==> src/rtl/chunk_adder.sv <==
// Multi-cycle adder: one CHUNK-bit slice of A+B+carry per clock, carry held in a register.
// Optional subtract mode (Sub port) is enabled by defining CHUNK_ADDER_SUB_EN.
//
// state  | meaning
// IDLE   | ready for operands
// RUN    | adding one slice per cycle, LSB first
// DONE   | result presented, waiting for consumer
module chunk_adder #(
  parameter int WIDTH = 16,
  parameter int CHUNK = 4
) (
  input  logic             i_clk,
  input  logic             i_rst_n,
  input  logic             i_in_valid,
  output logic             o_in_ready,
  input  logic [WIDTH-1:0] i_a,
  input  logic [WIDTH-1:0] i_b,
  input  logic             i_cin,
`ifdef CHUNK_ADDER_SUB_EN
  input  logic             i_sub,
`endif
  output logic             o_out_valid,
  input  logic             i_out_ready,
  output logic [WIDTH-1:0] o_s,
  output logic             o_cout,
  output logic             o_ovf
);

  localparam int NCHUNK = WIDTH / CHUNK;
  localparam int CW     = (NCHUNK > 1) ? $clog2(NCHUNK) : 1;
  localparam logic [CW-1:0] LAST = CW'(NCHUNK - 1);

  typedef enum logic [1:0] {S_IDLE, S_RUN, S_DONE} state_t;

  state_t           r_state;
  state_t           w_state_nxt;
  logic [WIDTH-1:0] r_a;
  logic [WIDTH-1:0] r_b;
  logic [WIDTH-1:0] r_acc;
  logic [WIDTH-1:0] r_s;
  logic [CW-1:0]    r_cnt;
  logic             r_carry;
  logic             r_cout;
  logic             r_ovf;

  logic             w_sub;
  logic             w_accept;
  logic             w_last;
  logic [31:0]      w_base;
  logic [CHUNK-1:0] w_a_sl;
  logic [CHUNK-1:0] w_b_sl;
  logic [CHUNK:0]   w_sum;
  logic             w_cmsb;
  logic [WIDTH-1:0] w_acc_nxt;

`ifdef CHUNK_ADDER_SUB_EN
  assign w_sub = i_sub;
`else
  assign w_sub = 1'b0;
`endif

  assign w_accept = i_in_valid && (r_state == S_IDLE);
  assign w_last   = (r_state == S_RUN) && (r_cnt == LAST);
  assign w_base   = 32'(r_cnt) * CHUNK;

  always_comb begin
    w_a_sl = r_a[w_base +: CHUNK];
    w_b_sl = r_b[w_base +: CHUNK];
    w_sum  = {1'b0, w_a_sl} + {1'b0, w_b_sl} + {{CHUNK{1'b0}}, r_carry};
    // carry into the top bit of the slice, recovered from its sum bit
    w_cmsb = w_a_sl[CHUNK-1] ^ w_b_sl[CHUNK-1] ^ w_sum[CHUNK-1];
    w_acc_nxt = r_acc;
    w_acc_nxt[w_base +: CHUNK] = w_sum[CHUNK-1:0];
  end

  always_ff @(posedge i_clk or negedge i_rst_n) begin
    if (!i_rst_n) begin
      r_state <= S_IDLE;
    end else begin
      r_state <= w_state_nxt;
    end
  end

  always_comb begin
    w_state_nxt = r_state;
    case (r_state)
      S_IDLE:  if (i_in_valid)  w_state_nxt = S_RUN;
      S_RUN:   if (w_last)      w_state_nxt = S_DONE;
      S_DONE:  if (i_out_ready) w_state_nxt = S_IDLE;
      default: w_state_nxt = S_IDLE;
    endcase
  end

  always_comb begin
    o_in_ready  = (r_state == S_IDLE);
    o_out_valid = (r_state == S_DONE);
  end

  always_ff @(posedge i_clk or negedge i_rst_n) begin
    if (!i_rst_n) begin
      r_a     <= '0;
      r_b     <= '0;
      r_acc   <= '0;
      r_s     <= '0;
      r_cnt   <= '0;
      r_carry <= 1'b0;
      r_cout  <= 1'b0;
      r_ovf   <= 1'b0;
    end else if (w_accept) begin
      r_a     <= i_a;
      r_b     <= w_sub ? ~i_b : i_b;
      r_carry <= i_cin ^ w_sub;
      r_cnt   <= '0;
    end else if (r_state == S_RUN) begin
      r_acc   <= w_acc_nxt;
      r_carry <= w_sum[CHUNK];
      r_cnt   <= r_cnt + CW'(1);
      if (w_last) begin
        r_s    <= w_acc_nxt;
        r_cout <= w_sum[CHUNK];
        r_ovf  <= w_cmsb ^ w_sum[CHUNK];
      end
    end
  end

  assign o_s    = r_s;
  assign o_cout = r_cout;
  assign o_ovf  = r_ovf;

endmodule

==> config.mk <==
export PLATFORM = sky130hd
export DESIGN_NAME = chunk_adder
export DESIGN_NICKNAME = d
export VERILOG_FILES = /design/src/rtl/chunk_adder.sv
export SDC_FILE = /design/constraint.sdc
export NUM_CORES = 1
export LEC_CHECK = 0
export ABC_AREA = 1
export CELL_PAD_IN_SITES_DETAIL_PLACEMENT = 2
export CELL_PAD_IN_SITES_GLOBAL_PLACEMENT = 2
export CORE_MARGIN = 5
export CORE_UTILIZATION = 32
export CTS_BUF_LIST = sky130_fd_sc_hd__clkbuf_4 sky130_fd_sc_hd__clkbuf_8
export CTS_CLUSTER_SIZE = 10
export DETAILED_ROUTE_END_ITERATION = 12
export PLACE_DENSITY_LB_ADDON = 0.12
export SETUP_SLACK_MARGIN = 0.5
export SLEW_MARGIN = 20
export SYNTH_ARGS = -nofsm -noshare
export SYNTH_HDL_FRONTEND = slang
export SYNTH_SLANG_ARGS = --single-unit
==> constraint.sdc <==
create_clock -name i_clk -period 3.4 [get_ports i_clk]
set_input_delay 0.68 -clock i_clk [delete_from_list [all_inputs] [get_ports i_clk]]
set_output_delay 0.68 -clock i_clk [all_outputs]
set_load 0.05 [all_outputs]
# After elaboration in Yosys (flattened, before gate mapping)
# Index checks and enable logic that the tools add are counted.
# Widths: inputs -> output; s select.
# word_totals
elab_cells	43
in_bits	37
reg_bits	71
# op_classes
addsub	4
eq_ne	6
n_reduce_logical	7
bitwise	4
n_shift	4
mux	9
# ops
cell	n
$neg 4->34	1
$shift 4x34->16 const A	1
$shiftx 4x34->16	1
$shiftx 16x5->4	2
$bwmux 16	1
$mux 2	5
$pmux 2 s3	1
$reduce_and 3->1	2
$add 4x4->5	1
$add 5x1->5	1
$eq 2x2->1 const B	2
$ne 2x2->1 const B	2
$xor 1x1->1	3
$add 2x1->2 const B	1
$eq 2x1->1 const B	1
$logic_and 1x1->1	2
$logic_not 2->1	1
$mux 1	2
$ne 2x1->1 const B	1
$reduce_and 2->1	1
$reduce_bool 2->1	1
$not 1->1	1

# Longest topological paths before layout
# Gate-level depths: netlist of run 1.
# logic_depth
depth_word	5
ltp_mapped	13
depth_no_buf	12

# Worst setup path after synthesis of run 1
# Ideal clock, no wire load.
# synth_path
kind	register to register
start	register r_cnt[0]
end	register r_acc[14]
slack_ns	0.794
arrival_ns	2.541
n_path_buf	1
required_time_ns	3.334
period_less_slack_ns	2.606
setup_time_ns	0.066
stages_incl_launch_ff	13
path_cell_list	dfrtp_1 clkinv_1 buf_1 nor2_1 o22ai_1 fa_1 fa_1 xnor2_1 nor2_1 nand2_1 o21ai_0 nand2_1 nand2_1
# synth_via
elab_chain_len	5
word_cells_on_any_way	8
classes_between	3 x add/sub; 4 x shift; 1 x mux
# synth_lines
element	line_no	text
start: declaration	41	logic [CW-1:0] r_cnt;
start signal: assignment	117	r_cnt <= r_cnt + CW'(1);
$shiftx 16x5->4 (on tied branches)	67, 68	
$add 4x4->5	69	w_sum = {1'b0, w_a_sl} + {1'b0, w_b_sl} + {{CHUNK{1'b0}}, r_carry};
$add 5x1->5	69	
$shiftx 4x34->16	73	w_acc_nxt[w_base +: CHUNK] = w_sum[CHUNK-1:0];
$bwmux 16 *	73	
end signal: assignment	115	r_acc <= w_acc_nxt;
end: declaration	39	logic [WIDTH-1:0] r_acc;
# Every way passes the cells marked *; elsewhere a longest branch is shown, timed or not.
# A chain may end at the register's enable or synchronous reset.

# Worst setup path in the final report of run 1
# Same ends and word-level chain as after synthesis.

==> results of run 1 <==
==> worst max path at each step <==
stage,from,endpoint,slack [ps]
floorplan,r_cnt[0],r_acc[14],790
global placement,r_cnt[1],r_acc[6],760
finish,r_cnt[0],r_acc[14],710
global route,r_cnt[0],r_acc[14],500
detailed placement,r_cnt[1],r_acc[14],600
CTS,r_cnt[1],r_acc[14],580
==> stage by stage <==
step | worst slack, ps | cells | util | power, W
6_report | 714.0 | 612 | 0.4092 | 0.004370
5_1_grt | 502.0 | 612 | 0.4092 | 0.004794
4_1_cts | 582.1 | 612 | 0.4087 | 0.004453
3_5_place_dp | 602.3 | 599 | 0.3936 | 0.003827
3_3_place_gp | 764.1 | 599 | 0.3936 | 0.003741
2_1_floorplan | 793.6 | 417 | - | 0.003021
==> critical path, cell delays in order (launching register included) <==
cell and delay (ps):
dfrtp_1 430, buf_4 240, o21ai_0 200, o22ai_1 120
fa_1 460, fa_1 430, xnor2_1 180, nor2_1 110
nand2_1 80, o21ai_0 220, nand2_1 80, nand2_1 80
==> per-layer routing <==
layer  GRT usage  vias to the layer above
met5           0                        -
met4     0.06490                        0
met3     0.02965                        9
met2      0.2952                       38
met1      0.1991                     1413
li1            -                     1421
==> what timing repair did <==
item | 4_1_cts | 5_1_grt
setup endpoints to repair | 0 | 10
resized for setup | 0 | 2
buffers inserted | 0 | 0
==> state kept, by name, summed over array words and instances, names as in the netlist <==
| name | count |
|---|---|
| r_a | 16 |
| r_carry | 1 |
| r_state | 2 |
| o_ovf | 1 |
| r_acc | 16 |
| o_s | 16 |
| r_cnt | 2 |
| r_b | 16 |
| o_cout | 1 |
==> final cells by class <==
| type | count | area (sq um) | share of cell area |
|---|---|---|---|
| flip-flops and latches | 71 | 1778 | 0.4228 |
| repair buffers | 61 | 593.1 | 0.1410 |
| well taps | 136 | 170.2 | 0.04046 |
| inverters | 30 | 118.9 | 0.02827 |
| clock inverters | 2 | 10.01 | 0.002380 |
| multi-input cells | 301 | 1390 | 0.3306 |
| clock buffers | 11 | 145.1 | 0.03451 |
==> cell families after synthesis <==
logic type	synth area share
and+or+nand+nor	0.2768
DFF	0.5297
AOI/OAI and AO/OA	0.08691
buffers and inverters	0.05595
adders and majority gates	0.04551
xor gates and xnor gates	0.005223
==> power by group through the flow <==
stage               Clock [W]  Sequential (W)  Combinational [W]
global route         0.000658         0.00146            0.00268
CTS                  0.000618         0.00142            0.00242
global placement            0         0.00142            0.00232
detailed placement          0         0.00143            0.00240
finish               0.000589         0.00141            0.00237
floorplan                   0         0.00157            0.00145
==> layout by cell type (no fill, tap or decap), drive strengths merged <==
master / synthesis / layout
nand2: 202 / 202
dfrtp: 71 / 71
clkdlybuf4s50: 0 / 55
o21ai: 32 / 32
inv: 29 / 29
nor2: 23 / 23
o22ai: 15 / 15
clkbuf: 8 / 11
ha: 9 / 9
nand3: 7 / 7
buf: 7 / 6
nand4: 4 / 4
o31ai: 2 / 2
o32ai: 2 / 2
fa: 2 / 2
clkinv: 1 / 2
clkinvlp: 0 / 1
xnor2: 1 / 1
a21oi: 1 / 1
xor2: 1 / 1
==> reports/metrics.cfg, run 1 <==
[timing]
maxSlewHeadroom=0.5219
finalCriticalPeriod_ps=2686
max_freq_mhz=372.3
rsz0062_at_grt=no
worst-slew-pin-transition_ps=717.1
finalSetupTns_ps=0
fin_crit_sh=0.7900
setup_viol=0
whs_ps=379.6
hold_viol_final=0
clock_skew_ps=10.44
drv_slew=0

[power_and_ir_drop]
ir_worst_vdd_mv=0.3073
pwr-share-seq=0.323
p_int_w=0.002229
p_clk_frac=0.135
switching_share=0.4900
power.switching_w=0.002142
leakage_nw=2.099
p_per_area_nw_per_um2=1039
combPwrFrac=0.542

[floorplan]
die_y_um=112.4
die_w_um=112.4
pin_count=57
core-area_sq_um=10280
placementRows=37
die-area_sq_um=12630
initial_core_util=0.3264

[detailed_routing]
route.detailed.drc=0
first_iter_violations=100
routed-wl-met2_um=5062
top_layer_used=met4
wl_met1_um=4319
drt-total-wl_um=9785
wl_per_cell_um=15.99
wl_met3_um=258
ant_nets=0
vias=2881
dr.pass1.iters=4
vias_per_cell=4.708

[placement]
placed_area_sq_um=4045
place_hpwl_um=7189
numPortBuffers=56
place_congestion=0.7652

[yosys]
async_flop_share=1.000
synth_most_common_cell=nand2_1
ys_warn_count=0
yosys-top-cells-count=nand2_1, dfrtp_1, o21ai_0, inv_1, nor2_1
syn_area_sq_um=3354
avgSynthCellArea_sq_um=8.044
syn_nets=465
synth_top_area_frac=0.5297
synthCells=417
synth_top_area_cell=dfrtp_1
ys.flop_type=dfrtp_1
synthTopCellsByArea=dfrtp_1, nand2_1, o21ai_0
synth.distinct_cells=26
ys_seq_area_frac=0.5297
synth_seq_cells=71
synth_edf_count=0

[worst_setup_path]
critPathKind=flop to flop
r2r_slack_ps=710
r2r_cells=11
crit_arrival_ps=2980
crit_fanout=24
critPathLaunchType=flop
reg2reg_to=r_acc[14]
worst_setup_path_end_kind=flop
r2r_start=r_cnt[0]
required_ps=3700

[run_status]
status=complete, no violations

[final_layout]
nNetsFinal=522
nFillCells=1180
finish.instance_area_sq_um=4205
area_growth_pct=25.36
layout-drive-gt1-share=0.05672
antennaDiodeCount=0

[cts]
holdBufCountCts=0
cts_tree=yes
numCtsBuffers=9
insertion_delay_ps=350
clockBufferDepth=2
cts_htree_levels=3
cts_root_buf=clkbuf_8
cts.sink_count=71
path_clk_slew_ps=80

[global_routing]
antenna_found_initial=0
grtUsageTotal=0.1662
grt_max_degree=35
grt_first_pass_wirelength_um=16810
grt_pass1_vias=3393
overflow=0

[job]
cap_violations=0

[min_path]
min_path_type=input pin to asynchronous set/reset pin

(Power assumes the default switching activity.)
==> run 2: changes to the inputs <==
--- a/config.mk
+++ b/config.mk
@@ -9,7 +9,7 @@
 export CELL_PAD_IN_SITES_DETAIL_PLACEMENT = 2
 export CELL_PAD_IN_SITES_GLOBAL_PLACEMENT = 2
 export CORE_MARGIN = 5
-export CORE_UTILIZATION = 32
+export CORE_UTILIZATION = 29
 export CTS_BUF_LIST = sky130_fd_sc_hd__clkbuf_4 sky130_fd_sc_hd__clkbuf_8
 export CTS_CLUSTER_SIZE = 10
 export DETAILED_ROUTE_END_ITERATION = 12
==> constraint.sdc (replaced) <==
create_clock -name i_clk -period 2.2 [get_ports i_clk]
set_input_delay 0.44 -clock i_clk [delete_from_list [all_inputs] [get_ports i_clk]]
set_output_delay 0.44 -clock i_clk [all_outputs]
set_load 0.05 [all_outputs]
==> reports/metrics.cfg, run 2 (same netlist as run 1, synthesis figures left out) <==
[min_path]
min_path_type=input pin to asynchronous set/reset pin

[cts]
path_clk_slew_ps=90  ; about the same
clockBufferDepth=2  ; unchanged
cts_htree_levels=3  ; unchanged
numCtsBuffers=9  ; unchanged
cts_tree=yes
insertion_delay_ps=360  ; about the same
cts_root_buf=clkbuf_8
cts.sink_count=71  ; unchanged

[worst_setup_path]
crit_fanout=6  ; -75%
critPathLaunchType=flop
r2r_cells=12  ; +1
worstPathCellList=buf_4, buf_4, o21ai_2, o22ai_2, buf_4, fa_2, buf_4, nand3_2, nand2_2, buf_4, nand2_1, nand3_1
worst_setup_path_end_kind=flop
required_ps=2430  ; -1270 ps
cpPeakStageDelay_ps=480  ; +20 ps
crit_arrival_ps=2610  ; -370 ps
critPathKind=flop to flop
slowest_stage=dfrtp_2
crit_path_frequent_cell=buf_4

[timing]
final.setup.worst_slack_ps=-183.1  ; -897.0 ps
hold_viol_final=0  ; unchanged
drv_slew=0  ; unchanged
clock_skew_ps=13.80  ; +3.360 ps
setup_viol=27  ; +27
worst-slew-pin-transition_ps=494.2  ; -222.9 ps
fin_crit_sh=1.083  ; +0.2932
maxSlewHeadroom=0.6718  ; +0.1499
finalCriticalPeriod_ps=2383  ; -303.0 ps
max_freq_mhz=419.6  ; +13%
rsz0062_at_grt=yes

[floorplan]
die_y_um=117.6  ; +4.6%
placementRows=39  ; +5.4%
die_w_um=117.6  ; +4.6%
pin_count=57  ; unchanged
initial_core_util=0.2950  ; -0.03136
die-area_sq_um=13820  ; +9.4%
core-area_sq_um=11370  ; +11%

[final_layout]
final_util=0.4308  ; +0.02166
antennaDiodeCount=0  ; unchanged
layout_common_cells=nand2_1, dfrtp_1, clkdlybuf4s50_1
nFillCells=1267  ; +7.4%
area_growth_pct=46.03
layout-drive-gt1-share=0.2824  ; +0.2256
nNetsFinal=553  ; +5.9%
layout_commonest_cell=nand2_1

[detailed_routing]
vias_per_cell=4.753  ; +0.98%
ant_nets=0  ; unchanged
drt-total-wl_um=11260  ; +15%
dr.pass1.iters=4  ; unchanged
vias=3104  ; +7.7%
first_iter_violations=70  ; -30%
wl_per_cell_um=17.24  ; +7.8%
route.detailed.drc=0  ; unchanged

[placement]
place_hpwl_um=7452  ; +3.7%
numPortBuffers=56  ; unchanged
place_congestion=0.8030  ; +4.9%

[global_routing]
grt_pass1_vias=3516  ; +3.6%
grt_first_pass_wirelength_um=18020  ; +7.2%
grtUsageTotal=0.1598  ; -0.006346
overflow=0  ; unchanged
antenna_found_initial=0  ; unchanged
grt_max_degree=34  ; -2.9%

[run_status]
status=complete, but fails checks
failed_checks=negative setup slack

[job]
cap_violations=0  ; unchanged

==> run 2: cell types whose count changed in the layout (fill, tap and decap cells not counted), moves of 5 or more <==
cell,delta
nor2_1,-10
buf_6,+5
o22ai_1,-13
nand2_1,-5
clkdlybuf4s50_1,-20
nand3_1,-6
nand3_2,+5
o21ai_1,+8
o22ai_2,+10
o21ai_0,-23
nor2_2,+10
clkbuf_2,+12
buf_4,+27
o21ai_2,+13
==> run 2: critical path: cells and delay by family, from the launching register on <==
family / cells / cell delay [ps]
simple gates: 4 / 280
compound gates: 2 / 290
fa+ha+maj: 1 / 420
flops: 1 / 480
buf+inv: 5 / 790
==> run 2: final timing paths <==
path | startpoint | end | slack, ps
worst max-delay path | r_cnt[0] | r_carry | -180
worst min-delay path | i_rst_n | r_acc[11] | 20
worst max register to register | r_cnt[0] | r_carry | -180
worst min register to register | o_cout | o_cout | 490
max in group asynchronous | i_rst_n | r_b[15] | 1620
min in group i_clk | o_cout | o_cout | 490
==> run 2: what timing repair did <==
item / CTS / global route
setup buffers: 6 / 4
pin swaps: 12 / 11
hold buffers: 0 / 0
resized for setup: 79 / 64
setup endpoints to repair: 54 / 50
==> run 2: layout make-up <==
cell class	instances	area, sq um	share of cell area
flip-flops and latches	71	1779	0.3632
clock inverters	5	103.9	0.02120
repair buffers	92	795.8	0.1625
well taps	143	178.9	0.03653
multi-input cells	301	1762	0.3596
clock buffers	11	151.4	0.03091
inverters	30	127.6	0.02605
==> run 2: routing by layer <==
layer  global-route usage  vias up  share of wire
li1                     -     1496              -
met1               0.1862     1534           0.42
met2               0.2871       50           0.53
met3              0.02403       24          0.020
met4              0.07312        0          0.031
met5                    0        -              0
==> run 2: metrics by stage <==
step	area (sq um)	instances	worst slack, ps	hold slack, ps	setup TNS (ps)
after detailed placement	4269	627	-248.6	410.3	-3535
after CTS	4720	649	-111.7	15.25	-1123
final	4898	653	-183.1	15.82	-2588
after floorplan	3425	417	-51.97	144.4	-372.4
after global routing	4898	653	-282.9	43.74	-5500
after global placement	4269	627	-139.3	393.6	-1203
Power of run 2 is left out: the tool's default activity adds up to more than one toggle a clock period on the data nets, which glitch-free logic cannot reach.
==> run 3: changes to the inputs <==
--- a/config.mk
+++ b/config.mk
@@ -8,6 +8,7 @@
 export ABC_AREA = 1
 export CELL_PAD_IN_SITES_DETAIL_PLACEMENT = 2
 export CELL_PAD_IN_SITES_GLOBAL_PLACEMENT = 2
+export CORE_ASPECT_RATIO = 1.5
 export CORE_MARGIN = 5
 export CORE_UTILIZATION = 29
 export CTS_BUF_LIST = sky130_fd_sc_hd__clkbuf_4 sky130_fd_sc_hd__clkbuf_8
==> reports/metrics.cfg, run 3 (same netlist as run 1, synthesis figures left out) <==
[worst_setup_path]
crit_fanout=7  ; +1
critPathLaunchType=flop
required_ps=2500  ; +70 ps
critical_path_buf_inv_count=1  ; -4
critPathKind=flop to flop
worst_setup_path_end_kind=flop
path_delay_family=adder cells
slowest_stage=dfrtp_2
cpPeakStageDelay_ps=460  ; -20 ps
crit_arrival_ps=2750  ; +140 ps
worstPathCellList=clkinv_4, o21ai_4, o22ai_2, fa_2, fa_2, xnor2_4, nor2_2, nand2_2, o21ai_2, nand2_1, nand2_1

[final_layout]
nFillCells=1264  ; -0.24%
area_growth_pct=46.18
layout_commonest_cell=nand2_1
layout_common_cells=nand2_1, dfrtp_1, clkdlybuf4s50_1
layout-drive-gt1-share=0.2461  ; -0.03623
multi_input_area_sq_um=1712  ; -2.8%
final_util=0.4297  ; -0.001120
seq_area_sq_um=1779  ; unchanged
final_cells=666  ; +2.0%
antennaDiodeCount=0  ; unchanged
nNetsFinal=559  ; +1.1%

[power_and_ir_drop]
power.switching_w=0.004481
leakage_nw=2.420
p_int_w=0.004625
ir_worst_vdd_mv=0.6402
p_clk_frac=0.111
p_per_area_nw_per_um2=1857
combPwrFrac=0.644
power.total_w=0.009106
pwr-share-seq=0.246
switching_share=0.4921

[run_status]
status=complete, but fails checks
failed_checks=negative setup slack

[detailed_routing]
drt-total-wl_um=11790  ; +4.7%
first_iter_violations=46  ; -34%
wl_per_cell_um=17.70  ; +2.7%
dr.pass1.iters=4  ; unchanged
ant_nets=0  ; unchanged
vias_per_cell=4.752  ; about the same
route.detailed.drc=0  ; unchanged
vias=3165  ; +2.0%

[timing]
finalSetupTns_ps=-4701  ; -2113 ps
worst-slew-pin-transition_ps=491.8  ; -2.434 ps
maxSlewHeadroom=0.6734  ; +0.001617
rsz0062_at_grt=yes
hold_viol_final=0  ; unchanged
setup_viol=31  ; +15%
final.setup.worst_slack_ps=-242.5  ; -59.45 ps
drv_slew=0  ; unchanged
finalCriticalPeriod_ps=2443  ; +59.45 ps
max_freq_mhz=409.4  ; -2.4%
fin_crit_sh=1.110  ; +0.02702
clock_skew_ps=12.51  ; -1.286 ps

[global_routing]
grt_max_degree=72  ; +110%
grtUsageTotal=0.1736  ; +0.01380
overflow=0  ; unchanged
grt_pass1_vias=3598  ; +2.3%
antenna_found_initial=0  ; unchanged
grt_first_pass_wirelength_um=18800  ; +4.3%

[floorplan]
die-area_sq_um=13860  ; +0.32%
placementRows=48  ; +23%
pin_count=57  ; unchanged
initial_core_util=0.2940  ; -0.001068
die_w_um=97.82  ; -17%
core-area_sq_um=11410  ; +0.36%
die_y_um=141.7  ; +21%

[placement]
place_congestion=0.8424  ; +4.9%
numPortBuffers=56  ; unchanged
dp_cells=631  ; +0.64%
place_hpwl_um=7975  ; +7.0%

[cts]
numCtsBuffers=9  ; unchanged
cts_tree=yes
clockBufferDepth=2  ; unchanged
path_clk_slew_ps=80  ; about the same
cts_root_buf=clkbuf_8
cts.sink_count=71  ; unchanged
holdBufCountCts=0  ; unchanged
cts_htree_levels=3  ; unchanged
insertion_delay_ps=360  ; about the same

[min_path]
min_path_type=input pin to asynchronous set/reset pin

[job]
cap_violations=0  ; unchanged

[run 3: timing repair]
action,in CTS,in global routing
setup endpoints to repair,53,43
resized for setup,89,31
setup buffers,16,3
pin swaps,14,11
[run 3: power by group through the flow]
| stage | clock (W) | combinational (W) | sequential (W) |
|---|---|---|---|
| floorplan | 0 | 0.00248 | 0.00244 |
| global placement | 0 | 0.00420 | 0.00223 |
| detailed placement | 0 | 0.00436 | 0.00224 |
| CTS | 0.00103 | 0.00523 | 0.00223 |
| global route | 0.00108 | 0.00637 | 0.00229 |
| finish | 0.00101 | 0.00586 | 0.00224 |
[run 3: worst paths after layout]
path	startpoint	endpoint	slack, ps	cells after the start
min in group i_clk	o_s[2]	o_s[2]	480	2
worst max register to register	r_cnt[0]	o_s[6]	-240	11
worst min-delay path	i_rst_n	o_s[10]	100	2
worst max-delay path	r_cnt[0]	o_s[6]	-240	11
worst min register to register	o_s[2]	o_s[2]	480	2
max in group asynchronous	i_rst_n	r_a[13]	1780	2
[run 3: stage by stage]
step	setup slack [ps]	area [sq um]	hold WS, ps
floorplan	-51.97	3425	144.4
finish	-242.5	4903	95.51
detailed placement	-325.3	4268	467.9
CTS	-191.1	4800	103.0
global route	-377.4	4903	135.7
global placement	-272.2	4268	461.7
[run 3: routing by layer]
| metal | vias up | wire [um] | GRT usage |
|---|---|---|---|
| met2 | 42 | 6828 | 0.3455 |
| met5 | - | 0 | 0 |
| li1 | 1505 | - | - |
| met3 | 19 | 240 | 0.02312 |
| met4 | 0 | 387 | 0.07950 |
| met1 | 1599 | 4334 | 0.1758 |
[run 3: final cells by class]
| cell class | count | share of cell area |
|---|---|---|
| Timing Repair Buffer | 98 | 0.1868 |
| Clock buffer | 13 | 0.03394 |
| Multi-Input combinational cell | 301 | 0.3491 |
| Sequential cell | 71 | 0.3628 |
| Tap cell | 150 | 0.03828 |
| Inverter | 30 | 0.02552 |
| Clock inverter | 3 | 0.003572 |
